--- src/rtl/vnu3_rd_fsm.sv ---
// Read-side sweep controller for the dual-bank VNU3 IB LUT RAM.
// Issues one read per address, tracks RAM latency, and streams {bank1,bank0} beats through a skid FIFO.
module vnu3_rd_fsm #(
    parameter  int LOAD_CYCLE     = 64,
    parameter  int DATA_WIDTH     = 4,
    parameter  int RAM_RD_LATENCY = 2,
    localparam int ADDR_WIDTH     = $clog2(LOAD_CYCLE)
) (
    input  logic                    read_clk,
    input  logic                    rstn,
    input  logic                    rd_start,
    input  logic                    rd_abort,
    input  logic [1:0]              wr_busy,
    input  logic [DATA_WIDTH-1:0]   ram_rd_data0,
    input  logic [DATA_WIDTH-1:0]   ram_rd_data1,
    input  logic                    out_ready,
    output logic                    ram_rd_en,
    output logic [ADDR_WIDTH-1:0]   ram_rd_addr,
    output logic [2*DATA_WIDTH-1:0] out_data,
    output logic                    out_valid,
    output logic                    out_last,
    output logic [1:0]              rd_busy,
    output logic [2:0]              state
);

    localparam int SKID_DEPTH = RAM_RD_LATENCY + 2;
    localparam int PTR_W      = $clog2(SKID_DEPTH);
    localparam int CNT_W      = $clog2(SKID_DEPTH + 1);
    localparam int BEAT_W     = 2 * DATA_WIDTH;

    typedef enum logic [2:0] {
        S_IDLE    = 3'b000,
        S_WAIT_WR = 3'b001,
        S_ISSUE   = 3'b010,
        S_DRAIN   = 3'b011,
        S_FINISH  = 3'b100
    } state_t;

    state_t                  state_q, state_d;
    logic [ADDR_WIDTH-1:0]   addr_q, addr_d;
    logic [RAM_RD_LATENCY-1:0] pipe_vld_q, pipe_vld_d;
    logic [RAM_RD_LATENCY-1:0] pipe_last_q, pipe_last_d;
    logic [BEAT_W-1:0]       fifo_data_q [SKID_DEPTH];
    logic [BEAT_W-1:0]       fifo_data_d [SKID_DEPTH];
    logic                    fifo_last_q [SKID_DEPTH];
    logic                    fifo_last_d [SKID_DEPTH];
    logic [PTR_W-1:0]        wr_ptr_q, wr_ptr_d;
    logic [PTR_W-1:0]        rd_ptr_q, rd_ptr_d;
    logic [CNT_W-1:0]        fifo_cnt_q, fifo_cnt_d;

    logic [CNT_W-1:0]        inflight;
    logic [CNT_W:0]          occupancy;
    logic                    wr_hold;
    logic                    last_addr;
    logic                    issue;
    logic                    push;
    logic                    pop;

    function automatic logic [PTR_W-1:0] ptr_next(input logic [PTR_W-1:0] p);
        return (p == PTR_W'(SKID_DEPTH - 1)) ? '0 : p + PTR_W'(1);
    endfunction

    always_comb begin
        inflight = '0;
        for (int i = 0; i < RAM_RD_LATENCY; i++) begin
            inflight = inflight + CNT_W'(pipe_vld_q[i]);
        end
    end

    // In-flight reads are counted as already occupying the FIFO, so it can never overflow.
    assign occupancy = {1'b0, fifo_cnt_q} + {1'b0, inflight};
    assign wr_hold   = (wr_busy == 2'b01);
    assign last_addr = (addr_q == ADDR_WIDTH'(LOAD_CYCLE - 1));
    assign issue     = (state_q == S_ISSUE) && !wr_hold && (occupancy < (CNT_W + 1)'(SKID_DEPTH));
    assign push      = pipe_vld_q[RAM_RD_LATENCY-1];
    assign pop       = out_valid && out_ready;

    always_comb begin
        state_d = state_q;
        addr_d  = addr_q;
        unique case (state_q)
            S_IDLE: begin
                if (rd_start) begin
                    state_d = wr_hold ? S_WAIT_WR : S_ISSUE;
                    addr_d  = '0;
                end
            end
            S_WAIT_WR: begin
                if (!wr_hold) begin
                    state_d = S_ISSUE;
                    addr_d  = '0;
                end
            end
            S_ISSUE: begin
                if (issue) begin
                    if (last_addr) begin
                        state_d = S_DRAIN;
                    end else begin
                        addr_d = addr_q + ADDR_WIDTH'(1);
                    end
                end
            end
            S_DRAIN: begin
                if (fifo_cnt_q == '0 && inflight == '0) begin
                    state_d = S_FINISH;
                end
            end
            S_FINISH: state_d = S_IDLE;
            default:  state_d = S_IDLE;
        endcase
        if (rd_abort) begin
            state_d = S_IDLE;
            addr_d  = '0;
        end
    end

    always_comb begin
        pipe_vld_d     = '0;
        pipe_last_d    = '0;
        pipe_vld_d[0]  = issue;
        pipe_last_d[0] = issue && last_addr;
        for (int i = 1; i < RAM_RD_LATENCY; i++) begin
            pipe_vld_d[i]  = pipe_vld_q[i-1];
            pipe_last_d[i] = pipe_last_q[i-1];
        end
        fifo_data_d = fifo_data_q;
        fifo_last_d = fifo_last_q;
        wr_ptr_d    = wr_ptr_q;
        rd_ptr_d    = rd_ptr_q;
        fifo_cnt_d  = fifo_cnt_q;
        if (rd_abort) begin
            // Clearing the valid pipe is what drops RAM data still on its way back.
            pipe_vld_d  = '0;
            pipe_last_d = '0;
            wr_ptr_d    = '0;
            rd_ptr_d    = '0;
            fifo_cnt_d  = '0;
        end else begin
            if (push) begin
                fifo_data_d[wr_ptr_q] = {ram_rd_data1, ram_rd_data0};
                fifo_last_d[wr_ptr_q] = pipe_last_q[RAM_RD_LATENCY-1];
                wr_ptr_d              = ptr_next(wr_ptr_q);
            end
            if (pop) begin
                rd_ptr_d = ptr_next(rd_ptr_q);
            end
            unique case ({push, pop})
                2'b10:   fifo_cnt_d = fifo_cnt_q + CNT_W'(1);
                2'b01:   fifo_cnt_d = fifo_cnt_q - CNT_W'(1);
                default: fifo_cnt_d = fifo_cnt_q;
            endcase
        end
    end

    always_ff @(posedge read_clk or negedge rstn) begin
        if (!rstn) begin
            state_q     <= S_IDLE;
            addr_q      <= '0;
            pipe_vld_q  <= '0;
            pipe_last_q <= '0;
            wr_ptr_q    <= '0;
            rd_ptr_q    <= '0;
            fifo_cnt_q  <= '0;
            for (int i = 0; i < SKID_DEPTH; i++) begin
                fifo_data_q[i] <= '0;
                fifo_last_q[i] <= 1'b0;
            end
        end else begin
            state_q     <= state_d;
            addr_q      <= addr_d;
            pipe_vld_q  <= pipe_vld_d;
            pipe_last_q <= pipe_last_d;
            wr_ptr_q    <= wr_ptr_d;
            rd_ptr_q    <= rd_ptr_d;
            fifo_cnt_q  <= fifo_cnt_d;
            fifo_data_q <= fifo_data_d;
            fifo_last_q <= fifo_last_d;
        end
    end

    // Handshake: a beat moves when out_valid && out_ready; the FIFO head holds while stalled.
    assign ram_rd_en   = issue;
    assign ram_rd_addr = addr_q;
    assign out_valid   = (fifo_cnt_q != '0);
    assign out_data    = out_valid ? fifo_data_q[rd_ptr_q] : '0;
    assign out_last    = out_valid && fifo_last_q[rd_ptr_q];
    assign state       = state_q;

    always_comb begin
        rd_busy = 2'b01;
        if (state_q == S_IDLE) begin
            rd_busy = 2'b00;
        end else if (state_q == S_FINISH) begin
            rd_busy = 2'b10;
        end
    end

endmodule

--- config.mk ---
export PLATFORM = sky130hd
export DESIGN_NAME = vnu3_rd_fsm
export DESIGN_NICKNAME = d
export VERILOG_FILES = /design/src/rtl/vnu3_rd_fsm.sv
export SDC_FILE = /design/constraint.sdc
export NUM_CORES = 1
export LEC_CHECK = 0
export ABC_AREA = 1
export CORE_UTILIZATION = 60
export DETAILED_ROUTE_END_ITERATION = 16
export HOLD_SLACK_MARGIN = 0.03
export PLACE_DENSITY_LB_ADDON = 0.25
export SLEW_MARGIN = 20
export SYNTH_ARGS = -nofsm -noshare
export SYNTH_HDL_FRONTEND = slang
export SYNTH_SLANG_ARGS = --single-unit
--- constraint.sdc ---
create_clock -name read_clk -period 2.6 [get_ports read_clk]
set_clock_uncertainty 0.05 [all_clocks]
set_input_delay 0.52 -clock read_clk [delete_from_list [all_inputs] [get_ports read_clk]]
set_output_delay 0.52 -clock read_clk [all_outputs]
set_load 0.01 [all_outputs]
==> impl_metrics.json <==
{
  "n_antenna_cell": 0,
  "crit_path_end_kind": "output port",
  "clock_sinks": 56,
  "wl_met1_um": 2740,
  "drc_errors": 0,
  "die-area_um2": 5230,
  "cts.path.max_buffers": 2,
  "dr.pass1.iters": 4,
  "crit_family": "buffers and inverters",
  "overflow": 0,
  "setup_viol": 0,
  "antenna_left": 0,
  "fin_crit_ps": 2480,
  "p_leak_nw": 1.70,
  "cp-start-kind": "register",
  "cpMaxStageDelayCell": "clkdlybuf4s50_1",
  "synth-compound-area-share_pct": 12.7,
  "clkTransAtPathRegs_ps": 90,
  "synth_ff_type": "dfrtp_1",
  "dp_cells": 472,
  "grt_max_degree": 28,
  "hold_class": "primary input to asynchronous set/reset pin",
  "critPathMaxStageDelay_ps": 550,
  "synthXorXnorAreaFrac_pct": 0.886,
  "drtIter0Drc": 141,
  "synth_top_family_by_area": "simple AND/OR/NAND/NOR gates",
  "vias_per_cell": 5.19,
  "tns_ps": 0,
  "rsz0062_at_grt": "no",
  "routed-wl-met3_um": 251,
  "routedWlPerCell_um": 12.8,
  "start_util_pct": 62.4,
  "period_share_pct": 95.3,
  "cp_max_fo": 5,
  "drv_cap": 0,
  "seq_area_frac_synth_pct": 47.3,
  "holdWs_ps": 151,
  "area_growth_pct": 18.8,
  "insertion_delay_ps": 300,
  "synth_edf_count": 0,
  "antenna_found_initial": 0,
  "p_total_mw": 2.43,
  "cts_tree": "done",
  "syn_nets": 395,
  "fillCellCount": 386,
  "syn-cell-area_um2": 2970,
  "cp.required_ps": 2030,
  "status": "completed",
  "synthSimpleGateAreaFrac_pct": 27.9,
  "vdd_drop_max_mv": 0.615,
  "instances_no_fill": 481,
  "max_freq_mhz": 404,
  "place.gp.congestion": 0.879,
  "io_pins": 37,
  "die_width_um": 72.3,
  "htreeDepth": 2,
  "hold_violations": 0,
  "worst_slew_pin_slew_ps": 585,
  "synth_cell_types": 27,
  "synth.yosys.warnings": 0,
  "synth_seq_cells": 56,
  "drv_slew": 0,
  "grt_pass1_vias": 2308,
  "layout.nets": 439,
  "root_buffer": "clkbuf_8",
  "synthMuxAreaShare_pct": 0,
  "cts_buffers": 5,
  "grt_usage_pct": 25.5,
  "synthCells": 370,
  "portBuffers": 36,
  "vias": 2494,
  "routed.top_layer": "met4",
  "power.density_nw_per_um2": 689,
  "wirelength_um": 6160,
  "critPathKind": "register to output port",
  "path_buf_inv": 3,
  "synth_area_per_cell_um2": 8.01,
  "synth_fa_ha_area_share_pct": 4.47,
  "arrival_ps": 1910,
  "layout-drive-gt1-share_pct": 13.0,
  "rows": 25,
  "path_cells": "inv_2 > nand2_2 > clkinvlp_2 > a21oi_1 > clkdlybuf4s50_1",
  "hpwlAfterDp_um": 4360,
  "slew_headroom_pct": 61.0,
  "wl_met2_um": 3080,
  "coreArea_um2": 4750,
  "grt_pass1_wl_um": 10200,
  "die_h_um": 72.3,
  "ys_async_sr_fraction_pct": 100
}
==> path summary, 6_finish.rpt <==
check	startpoint	to	slack, ps	depth (start not counted)
max reg2reg	fifo_cnt_q[0]$_DFFE_PN0P_	fifo_cnt_q[2]$_DFFE_PN0P_	620	10
max	fifo_cnt_q[2]$_DFFE_PN0P_	out_data[2]	120	5
max in group asynchronous	rstn	rd_ptr_q[0]$_DFFE_PN0P_	1680	2
min in group read_clk	pipe_last_q[0]$_DFF_PN0_	pipe_last_q[1]$_DFF_PN0_	440	2
min reg2reg	pipe_last_q[0]$_DFF_PN0_	pipe_last_q[1]$_DFF_PN0_	440	2
min	rstn	fifo_data_q[6]$_DFFE_PN0P_	150	1
==> cell usage after synthesis, types with 2 or more instances <==
cell type,count,area (µm²)
nand2_2,14,87.6
nor3_1,3,15.0
a21oi_1,9,45.0
inv_1,33,124
nor2_8,2,40.0
nor2_4,2,22.5
nor2_1,56,210
buf_2,6,30.0
ha_1,9,113
xnor2_1,3,26.3
nand3_2,2,20.0
o21ai_0,22,110
o21ai_1,39,195
inv_2,7,26.3
dfrtp_1,56,1400
nor3b_1,2,15.0
nand2_1,77,289
nand2_4,2,22.5
nand3_1,15,75.1
nor2_2,2,12.5
o21ai_2,2,17.5
clkbuf_1,2,7.51
==> registers in the layout, indices dropped and copies added, names as in the netlist <==
name and count:
fifo_last_q 4, wr_ptr_q 2, pipe_last_q 2, ram_rd_addr 6, pipe_vld_q 2, fifo_cnt_q 3, state 3, rd_ptr_q 2
fifo_data_q 32
==> timing repair <==
item	CTS	global route
hold buffers	0	0
pin swaps	0	0
gates cloned	0	1
gates resized for setup	1	2
setup buffers	0	1
endpoints found under the setup margin	1	9
==> layout make-up <==
class                      instances  area, µm²  area share (%)
sequential                        56       1400            39.8
multi-input combinational        264       1360            38.6
timing repair buffer              45        422            12.0
inverter                          41        158            4.47
tap                               67       83.8            2.38
clock buffer                       6       82.6            2.34
clock inverter                     1       8.76           0.249
timing repair inverter             1       5.00           0.142
==> routing by layer <==
layer | up-vias | track usage, %
li1 | 1261 | -
met1 | 1168 | 32.7
met2 | 56 | 44.4
met3 | 9 | 3.19
met4 | 0 | 9.37
met5 | - | 0
==> worst reg2reg max path, stage by stage, from the launching register on <==
cell and delay, ps:
dfrtp_2 450, nor2_1 120, nand2_2 150, nand2_2 120, inv_2 50, nand2_2 80
inv_1 50, fa_1 370, xnor2_1 220, xnor2_1 140, o21ai_1 80
==> placed cells by master, fill, tap and decap left out, types with 2 or more instances in the layout <==
master,n
clkdlybuf4s50_1,34
nand2_4,2
nor3b_1,2
o21ai_2,2
o21ai_0,22
nand3_2,2
o21ai_1,39
clkbuf_8,6
ha_1,9
nor2_1,56
inv_2,7
dfrtp_1,55
nor2_4,2
nand2_2,14
nand3_1,15
nor2_2,2
nor2_8,2
inv_1,33
nor3_1,3
a21oi_1,9
xnor2_1,3
nand2_1,77
buf_4,9
==> per-stage QoR <==
| step | utilization [%] | setup slack [ps] | cell area (µm²) |
|---|---|---|---|
| after floorplan | - | 806 | 2970 |
| after global placement | 71.8 | 146 | 3420 |
| after detailed placement | 71.8 | 126 | 3420 |
| after CTS | 73.7 | 6.92 | 3510 |
| after global routing | 74.1 | 16.1 | 3520 |
| final | 74.1 | 122 | 3520 |
==> cell families after synthesis <==
kind of cell / count (synthesis)
flops: 56
simple gates: 178
xor+xnor: 3
buf+inv: 50
compound gates: 73
fa+ha+maj: 10
==> power by group <==
group / internal (mW) / total [mW] / switching, mW
logic: 0.361 / 0.862 / 0.501
registers: 0.988 / 1.09 / 0.0982
clock network: 0.213 / 0.478 / 0.265
No activity file was read; power rests on OpenSTA's default activity.
